### config.mk
export PLATFORM = sky130hd
export DESIGN_NAME = shared_reg_arbiter
export DESIGN_NICKNAME = d
export VERILOG_FILES = /design/src/rtl/shared_reg_arbiter.sv
export SDC_FILE = /design/constraint.sdc
export NUM_CORES = 1
export LEC_CHECK = 0
export ABC_AREA = 1
export CORE_ASPECT_RATIO = 0.8
export CORE_UTILIZATION = 62
export DETAILED_ROUTE_END_ITERATION = 12
export DONT_BUFFER_PORTS = 1
export PLACE_DENSITY = 0.78
export SKIP_CTS_REPAIR_TIMING = 1
export SYNTH_ARGS = -nofsm -noshare
export SYNTH_HDL_FRONTEND = slang
export SYNTH_SLANG_ARGS = --single-unit
### constraint.sdc
create_clock -name clk -period 1.6 [get_ports clk]
set_input_delay 0.4 -clock clk [delete_from_list [all_inputs] [get_ports clk]]
set_output_delay 0.4 -clock clk [all_outputs]
set_load 0.01 [all_outputs]
### src/rtl/shared_reg_arbiter.sv
// Four-way round-robin arbiter that owns a shared WIDTH-bit register.
// The winner's data is loaded once per transaction and the requester releases the grant.
module shared_reg_arbiter #(
    parameter int WIDTH = 8
) (
    input  logic                 clk,
    input  logic                 reset,
    input  logic [3:0]           req,
    input  logic [4*WIDTH-1:0]   din,
    output logic [3:0]           gnt,
    output logic [3:0]           ack,
    output logic [WIDTH-1:0]     Q,
    output logic                 busy
);

    typedef enum logic [1:0] {
        IDLE    = 2'd0,
        GRANT   = 2'd1,
        WRITE   = 2'd2,
        RELEASE = 2'd3
    } state_t;

    state_t     state;
    logic [1:0] ptr;
    logic [1:0] win;
    logic [1:0] pick;
    logic [1:0] idx;
    logic       found;

    // First requester at or after ptr, wrapping modulo 4.
    always_comb begin
        pick  = '0;
        idx   = '0;
        found = 1'b0;
        for (int unsigned k = 0; k < 4; k++) begin
            idx = ptr + 2'(k);
            if (!found && req[idx]) begin
                pick  = idx;
                found = 1'b1;
            end
        end
    end

    assign busy = (state != IDLE);

    always_ff @(posedge clk or posedge reset) begin
        if (reset) begin
            state <= IDLE;
            gnt   <= '0;
            ack   <= '0;
            Q     <= '0;
            ptr   <= '0;
            win   <= '0;
        end else begin
            case (state)
                IDLE: begin
                    ack <= '0;
                    if (found) begin
                        win   <= pick;
                        gnt   <= 4'b0001 << pick;
                        state <= GRANT;
                    end
                end
                GRANT: begin
                    if (req[win]) begin
                        Q     <= din[win*WIDTH +: WIDTH];
                        ack   <= 4'b0001 << win;
                        ptr   <= win + 2'd1;
                        state <= WRITE;
                    end else begin
                        // Requester withdrew: no load, pointer keeps its old value.
                        gnt   <= '0;
                        state <= IDLE;
                    end
                end
                WRITE: begin
                    ack   <= '0;
                    state <= RELEASE;
                end
                RELEASE: begin
                    if (!req[win]) begin
                        gnt   <= '0;
                        state <= IDLE;
                    end
                end
                default: begin
                    gnt   <= '0;
                    ack   <= '0;
                    state <= IDLE;
                end
            endcase
        end
    end

endmodule

==> results.txt, run 1 <==
----------------------------------------------------
[Clocking]
  Clock Tree Buf Depth ... 2
  Clock Pin Slew Worst Setup and Hold Paths ... 0.13 ns
  CTS H-Tree Depth ... 1
  Root buf cell ... clkbuf_4
  Clock tree from TritonCTS ... built
  Clock latency on the worst-skew pair ... 0.31 ns
  Clock tree sinks ... 22
  Clock buffer count from CTS ... 3

[Floorplan]
  Area enclosed by the die boundary ... 2610 µm²
  Die Span Y ... 45.9 µm
  I/O pins ... 55
  Effective utilization at floorplan ... 67.5%
  Standard-cell rows ... 15
  Core area ... 2210 µm²
  Die X ... 56.9 µm

[Critical path]
  Start-to-end type of the worst setup path ... flop to flop
  Data required time of the critical path ... 1.85 ns
  Kind of end point of the critical path ... flop
  WP data arrival ... 1.89 ns
  Worst setup slack for register-to-register paths ... -0.05 ns
  CP Max Fanout ... 8
  Kind of start point of the critical path ... flop

[Route]
  Avg WL per Cell ... 14.4 µm
  Mean number of vias per cell ... 5.68
  DRC ... 4
  DRT antenna net count ... 0
  Final Routed Wirelength ... 3.53 mm
  Number of design-rule violations left by the first detailed-router iteration ... 95
  Number of search-and-repair iterations in the first detailed-routing pass ... 8
  Routed via count ... 1397

[Yosys]
  #FFs+latches synth ... 22
  Post-synthesis sequential area ratio ... 36.8%
  Synth warn ... 0
  Synthesized netlist cell count ... 215
  Synthesized net count ... 257
  Count of different cell masters after synthesis ... 22
  Cell area after synthesis ... 1500 µm²
  Mean instance size in the synthesized netlist ... 6.95 µm²

[Timing]
  Worst path setup slack after routing ... -0.0459 ns
  Post-layout min period ... 1.65 ns
  F_max ... 0.608 GHz
  Worst clock skew ... 0.0173 ns
  Worst Tran Pin Value ... 0.315 ns
  Number of endpoints with negative hold slack in the final report ... 11
  Post-route worst hold slack ... -0.00688 ns
  Unrepaired setup endpoints after global routing ... yes
  Final period utilization ... 103%
  Final number of max-transition violations ... 0
  Total Negative Setup Slacks ... -0.132 ns
  Headroom to the max-slew limit ... 78.9%
  Final setup vio count ... 4

[Power and ir drop]
  Maximum VDD drop ... 1.08 mV
  Leakage power of the design ... 0.000852 µW
  Total power divided by cell area ... 2140 nW/µm²
  Power Total ... 3480 µW

[Run]
  Max-Cap Viols ... 0

[Final layout]
  Share of layout cells above drive strength 1 ... 20.8%
  Number of inserted diodes ... 0
  Layout Nets ... 265
  Final non-filler cell area ... 1620 µm²
  Fillcell total ... 191
  Final core utilization ... 73.2%
  FF/Latch Area ... 553 µm²
  Multi-input gate area ... 803 µm²
  Area growth from synthesis to layout ... 8.45%

[GRT]
  First-pass GRT wire length ... 5.21 mm
  Vias in the first global route ... 1216
  Total global-route track usage ... 26.5%
  Antenna violations before repair ... 0
  Total congestion overflow after global routing ... 0
  Largest net degree at the start of global routing ... 23

[Place]
  Cell area reported after detailed placement ... 1540 µm²
  Post-detailed-placement half-perimeter wirelength ... 2.54 mm
  Input/output buffers ... 0
  Final RePlAce weighted congestion ... 0.813

[Outcome]
  Result of the run ... complete, but fails checks
  Violated checks ... design-rule violations, negative hold slack, negative setup slack

[Min path]
  Path class of the lowest-slack min-delay path ... primary input to asynchronous set/reset pin

----------------------------------------------------
-- where the power goes --
group	internal (µW)	total, µW	switching (µW)
combinational	783	2120	1340
sequential	802	1100	297
clock	87.9	254	166
-- placed cells by master, fill, tap and decap left out --
cell	instances
inv_2	3
dfrtp_2	2
nand2_2	12
nand3_2	5
nand2_4	3
inv_4	2
nand2_1	45
nor2_1	22
dfrtp_1	20
o22ai_1	8
o21ai_0	35
ha_1	4
nor2_2	2
nand3b_1	1
inv_1	25
o21ai_1	1
buf_4	11
nor2_4	2
buf_6	1
nand3_1	10
a21oi_1	4
clkbuf_4	3
-- final timing paths --
check / start / to / depth (start not counted)
setup / recovery: ptr[0] / gnt[0] / 12
max in group asynchronous: reset / win[1] / 2
hold / removal: reset / Q[0] / 2
hold reg to reg: gnt[3] / gnt[3] / 2
setup reg to reg: ptr[0] / gnt[0] / 12
min in group clk: din[2] / Q[2] / 4
-- cell families (layout without fill, tap and decap cells) --
family	after synthesis	in the layout	synth area share, %
and+or+nand+nor	102	102	32.0
AOI/OAI and AO/OA	48	48	16.7
buffers and inverters	39	45	11.1
DFF	22	22	36.8
adders and majority gates	4	4	3.35
-- per-stage QoR --
step / std cells / setup slack (ns)
finish: 246 / -0.0459
global route: 246 / -0.146
CTS: 243 / -0.0823
detailed placement: 240 / -0.0320
global placement: 240 / 0.0526
floorplan: 215 / 0.190
-- cell usage after synthesis --
master    number  area share, %
inv_4          1           0.42
nor2_4         2            1.5
nand2_1       49             12
nor2_1        24            6.0
inv_2          2           0.50
nand3b_1       1           0.50
a21oi_1        4            1.3
dfrtp_1       22             37
nand3_2        4            2.7
buf_2          3            1.0
o22ai_1        8            3.3
ha_1           4            3.3
clkbuf_1       2           0.50
nand3_1       11            3.7
buf_6          1           0.75
clkbuf_2       2           0.67
nand2_2        9            3.8
o21ai_1        1           0.33
buf_4          1           0.50
o21ai_0       35             12
inv_1         27            6.8
nand2_4        2            1.5
-- state kept, by name (all words and copies together) (netlist names), named ones only --
| register | flops |
|---|---|
| gnt | 4 |
| ack | 4 |
| ptr | 2 |
| Q | 8 |
| win | 2 |
| state | 1 |
-- layer usage --
layer	global-route usage, %	up-vias	part of all wire (%)
met5	0	-	0
met1	34.0	635	41
li1	-	695	-
met3	7.39	4	8.7
met4	7.32	0	0.82
met2	44.7	63	49
-- final cells by class --
class,count,share of cell area [%]
Tap cell,25,1.93
Timing Repair Buffer,12,5.79
Multi-Input combinational cell,154,49.5
Inverter,30,7.25
Sequential cell,22,34.1
Clock buffer,3,1.39
-- critical path: stages (launching register included) --
cell,delay (ns)
dfrtp_2,0.50
inv_4,0.09
nand2_1,0.08
nand2_2,0.07
nand2_2,0.10
nand2_2,0.07
nor2_4,0.14
nand3_2,0.12
nand2_4,0.10
inv_4,0.05
nor2_4,0.12
nand2_1,0.07
nand2_1,0.06
No activity file was read; power rests on OpenSTA's default activity.
==> run 2, diff against run 1 <==
--- a/config.mk
+++ b/config.mk
@@ -6,11 +6,13 @@
 export NUM_CORES = 1
 export LEC_CHECK = 0
 export ABC_AREA = 1
+export CAP_MARGIN = 20
 export CORE_ASPECT_RATIO = 0.8
 export CORE_UTILIZATION = 62
 export DETAILED_ROUTE_END_ITERATION = 12
 export DONT_BUFFER_PORTS = 1
 export PLACE_DENSITY = 0.78
+export SETUP_SLACK_MARGIN = 0.3
 export SKIP_CTS_REPAIR_TIMING = 1
 export SYNTH_ARGS = -nofsm -noshare
 export SYNTH_HDL_FRONTEND = slang
==> results.txt, run 2 (same netlist as run 1, synthesis figures left out) <==
----------------------------------------------------
[Outcome]
  Result of the run ... complete, but fails checks
  Violated checks ... design-rule violations, negative hold slack, negative setup slack

[Critical path]
  Critical Path Max Stage Delay ... 0.50 ns
  Slowest-stage cell, CP ... dfrtp_2
  CP delay by family, top ... simple AND/OR/NAND/NOR gates
  Start-to-end type of the worst setup path ... flop to flop
  CP Max Fanout ... 8
  Data required time of the critical path ... 1.85 ns
  Cell breakdown of the critical path ... inv_4 -> nand2_1 -> nand3_2 -> nand2_4 -> nor2_4 -> nand3_2 -> nand2_4 -> inv_4 -> nor2_4 -> nand2_1 -> nand2_1
  Critical path buffer and inverter count ... 2
  Kind of end point of the critical path ... flop
  Kind of start point of the critical path ... flop
  Crit path top cell by count ... nand2_1
  WP data arrival ... 1.90 ns

[Route]
  DRT antenna net count ... 0
  Avg WL per Cell ... 17.3 µm
  Mean number of vias per cell ... 6.25
  Routed via count ... 1580
  Number of design-rule violations left by the first detailed-router iteration ... 147
  Final Routed Wirelength ... 4.37 mm
  DRC ... 4
  Number of search-and-repair iterations in the first detailed-routing pass ... 9

[Clocking]
  Clock Tree Buf Depth ... 2
  Clock Pin Slew Worst Setup and Hold Paths ... 0.12 ns
  Clock tree sinks ... 22
  Clock buffer count from CTS ... 3
  Clock latency on the worst-skew pair ... 0.32 ns
  Clock tree from TritonCTS ... built
  Root buf cell ... clkbuf_4
  CTS H-Tree Depth ... 1

[GRT]
  Vias in the first global route ... 1204
  Total congestion overflow after global routing ... 0
  First-pass GRT wire length ... 5.24 mm
  Total global-route track usage ... 26.6%
  Antenna violations before repair ... 0
  Largest net degree at the start of global routing ... 29

[Final layout]
  Number of inserted diodes ... 0
  Layout Nets ... 272
  Area growth from synthesis to layout ... 22.2%
  Largest register FFs ... 8
  Share of layout cells above drive strength 1 ... 32.0%
  Most frequent cells in the layout ... 40 x nand2_1, 24 x inv_1, 19 x nor2_1, 19 x o21ai_0, 18 x dfrtp_1
  Most frequent standard cell in the layout excluding fill and tap cells ... nand2_1
  Register containing the most flip-flops in the final layout ... Q
  Largest registers ... Q: 8 flops, ack: 4 flops, gnt: 4 flops
  Fillcell total ... 141

[Timing]
  Number of endpoints with negative hold slack in the final report ... 11
  Worst Tran Pin Value ... 0.387 ns
  Unrepaired setup endpoints after global routing ... yes
  F_max ... 0.606 GHz
  Worst clock skew ... 0.0143 ns
  Post-layout min period ... 1.65 ns
  Worst path setup slack after routing ... -0.0505 ns
  Final number of max-transition violations ... 0
  Final setup vio count ... 4
  Post-route worst hold slack ... -0.0101 ns
  Headroom to the max-slew limit ... 74.2%
  Final period utilization ... 103%

[Min path]
  Path class of the lowest-slack min-delay path ... primary input to asynchronous set/reset pin

[Floorplan]
  I/O pins ... 55
  Standard-cell rows ... 15
  Area enclosed by the die boundary ... 2610 µm²
  Effective utilization at floorplan ... 67.5%
  Die X ... 56.9 µm
  Die Span Y ... 45.9 µm
  Core area ... 2210 µm²

[Place]
  Post-detailed-placement half-perimeter wirelength ... 2.39 mm
  Worst slack at placement ... -0.0188 ns
  Final RePlAce weighted congestion ... 0.767
  Input/output buffers ... 0

[Power and ir drop]
  Maximum VDD drop ... 1.09 mV
  Total power divided by cell area ... 2300 nW/µm²
  Leakage power of the design ... 0.000907 µW

[Run]
  Max-Cap Viols ... 0

----------------------------------------------------
run 2: worst paths after layout:
path                             start      to  slack [ns]  cells past startpoint
worst max-delay path            ptr[0]  gnt[0]       -0.05                     11
worst min-delay path             reset    Q[3]       -0.01                      2
worst max register to register  ptr[0]  gnt[0]       -0.05                     11
worst min register to register  gnt[2]  gnt[2]        0.56                      2
max in group asynchronous        reset  win[0]        1.35                      2
min in group clk                din[0]    Q[0]        0.38                      4
run 2: through the flow:
stage                     setup TNS [ns]  util [%]  power (µW)  area, µm²  instances
after floorplan                        0         -        2740       1540        215
after global placement                 0      69.0        2940       1530        237
after detailed placement         -0.0407      69.0        3020       1530        237
after CTS                         -0.167      70.0        3270       1550        240
after global routing              -0.542      82.5        4510       1830        253
final                             -0.197      82.5        4210       1830        253
run 2: worst register-to-register path, stage by stage, from the launching register on:
cell and delay [ns]:
dfrtp_2 0.50, inv_4 0.12, nand2_1 0.11, nand3_2 0.13, nand2_4 0.08, nor2_4 0.13, nand3_2 0.12, nand2_4 0.10
inv_4 0.05, nor2_4 0.13, nand2_1 0.06, nand2_1 0.05
run 2: final cells by class:
| type | count | area, µm² | area share [%] |
|---|---|---|---|
| multi-input combinational | 157 | 947 | 51.8 |
| sequential | 22 | 556 | 30.4 |
| timing repair buffer | 16 | 143 | 7.81 |
| inverter | 30 | 128 | 6.99 |
| tap | 25 | 31.3 | 1.71 |
| clock buffer | 3 | 22.5 | 1.23 |
run 2: power by group:
part	switching (µW)	total [µW]	internal (µW)
Combinational	1770	2810	1050
Clock	165	253	88.2
Sequential	338	1140	807
run 2: metal layers:
layer  part of all wire (%)  global-route usage (%)
met5                      0                       0
met4                    2.1                    13.2
met3                    9.2                    6.82
met2                     48                    40.0
met1                     40                    36.0
==> run 3, diff against run 2 <==
--- a/config.mk
+++ b/config.mk
@@ -9,6 +9,7 @@
 export CAP_MARGIN = 20
 export CORE_ASPECT_RATIO = 0.8
 export CORE_UTILIZATION = 62
+export CTS_BUF_LIST = sky130_fd_sc_hd__clkbuf_8
 export DETAILED_ROUTE_END_ITERATION = 12
 export DONT_BUFFER_PORTS = 1
 export PLACE_DENSITY = 0.78
==> results.txt, run 3 (same netlist as run 1, synthesis figures left out) <==
----------------------------------------------------
[Outcome]
  Result of the run ... complete, but fails checks
  Violated checks ... design-rule violations, negative setup slack

[Final layout]
  Register containing the most flip-flops in the final layout ... Q
  Most frequent cells in the layout ... 39 x nand2_1, 23 x inv_1, 20 x nor2_1, 20 x o21ai_0
  Largest register FFs ... 8
  Number of inserted diodes ... 0
  Layout Nets ... 270
  Final core utilization ... 81.1%
  Share of layout cells above drive strength 1 ... 31.4%
  Area growth from synthesis to layout ... 20.2%
  Largest registers ... Q: 8 flops, ack: 4 flops, gnt: 4 flops
  Most frequent standard cell in the layout excluding fill and tap cells ... nand2_1

[Floorplan]
  Die Span Y ... 45.9 µm
  I/O pins ... 55
  Die X ... 56.9 µm
  Core area ... 2210 µm²
  Area enclosed by the die boundary ... 2610 µm²
  Effective utilization at floorplan ... 67.5%
  Standard-cell rows ... 15

[Critical path]
  Beginning of the critical path ... ptr[0]
  Start-to-end type of the worst setup path ... flop to flop
  CP Max Fanout ... 8
  RR Startpoint ... ptr[0]
  Kind of start point of the critical path ... flop
  Data required time of the critical path ... 1.80 ns
  Worst setup slack for register-to-register paths ... -0.01 ns
  Kind of end point of the critical path ... flop
  WP data arrival ... 1.81 ns

[Timing]
  Total Negative Setup Slacks ... -0.0470 ns
  Worst path setup slack after routing ... -0.0124 ns
  F_max ... 0.620 GHz
  Post-layout min period ... 1.61 ns
  Worst clock skew ... 0.00375 ns
  Final number of max-transition violations ... 0
  Post-route worst hold slack ... 0.0608 ns
  Number of endpoints with negative hold slack in the final report ... 0
  Headroom to the max-slew limit ... 76.3%
  Unrepaired setup endpoints after global routing ... yes
  Final period utilization ... 101%
  Worst Tran Pin Value ... 0.355 ns
  Final setup vio count ... 4

[Place]
  Input/output buffers ... 0
  Post-detailed-placement half-perimeter wirelength ... 2.39 mm
  Worst slack at placement ... -0.0188 ns
  Final RePlAce weighted congestion ... 0.767

[Power and ir drop]
  Leakage power of the design ... 0.000884 µW
  Maximum VDD drop ... 1.22 mV
  Total power divided by cell area ... 2280 nW/µm²

[Clocking]
  Clock Tree Buf Depth ... 2
  Clock buffer count from CTS ... 3
  Clock tree sinks ... 22
  Clock latency on the worst-skew pair ... 0.26 ns
  Root buf cell ... clkbuf_8
  CTS H-Tree Depth ... 1
  Clock tree from TritonCTS ... built
  Clock Pin Slew Worst Setup and Hold Paths ... 0.07 ns

[GRT]
  First-pass GRT wire length ... 5.20 mm
  Total congestion overflow after global routing ... 0
  Largest net degree at the start of global routing ... 29
  Total global-route track usage ... 26.3%
  Vias in the first global route ... 1214
  Antenna violations before repair ... 0

[Route]
  Mean number of vias per cell ... 5.99
  DRC ... 4
  Routed via count ... 1504
  Final Routed Wirelength ... 3.91 mm
  Number of search-and-repair iterations in the first detailed-routing pass ... 9
  Avg WL per Cell ... 15.6 µm
  Number of design-rule violations left by the first detailed-router iteration ... 149
  DRT antenna net count ... 0

[Min path]
  Path class of the lowest-slack min-delay path ... primary input to asynchronous set/reset pin

[Run]
  Max-Cap Viols ... 0

----------------------------------------------------
-- run 3: layout make-up --
type | instances | area, µm²
well taps | 25 | 31.3
repair buffers | 14 | 120
fillers | 140 | 418
flip-flops and latches | 22 | 556
clock buffers | 3 | 41.3
multi-input cells | 157 | 923
inverters | 30 | 125
-- run 3: through the flow --
| step | cells | cell area [µm²] | total power, µW |
|---|---|---|---|
| 2_1_floorplan | 215 | 1540 | 2740 |
| 3_3_place_gp | 237 | 1530 | 2940 |
| 3_5_place_dp | 237 | 1530 | 3020 |
| 4_1_cts | 240 | 1570 | 3360 |
| 5_1_grt | 251 | 1800 | 4410 |
| 6_report | 251 | 1800 | 4090 |
-- run 3: per-layer routing --
layer  GRT usage [%]  wire [µm]  part of all wire, %
met2            40.7       1940                   50
met4            11.7         24                 0.61
met5               0          0                    0
met1            35.1       1700                   43
met3            6.82        246                  6.3
-- run 3: worst paths after layout --
| path | end | cells past startpoint |
|---|---|---|
| setup / recovery | gnt[3] | 12 |
| hold / removal | Q[3] | 2 |
| setup reg to reg | gnt[3] | 12 |
| hold reg to reg | gnt[0] | 2 |
| max in group asynchronous | win[1] | 2 |
| min in group clk | Q[1] | 4 |
-- run 3: power breakdown --
group	switching [µW]	internal (µW)	leakage [µW]	total [µW]
combinational	1640	970	0.000587	2610
sequential	343	809	0.000276	1150
clock	164	168	0.0000216	331
-- run 3: worst max-delay path: stages, from the launching register on --
cell and delay [ns]:
dfrtp_2 0.49, buf_6 0.15, nand2_2 0.05, nand2_1 0.07, nand2_2 0.06, nand2_2 0.07, nor2_4 0.16, nand3_2 0.12
nand2_4 0.10, inv_4 0.05, nor2_4 0.12, nand2_1 0.06, nand2_1 0.06
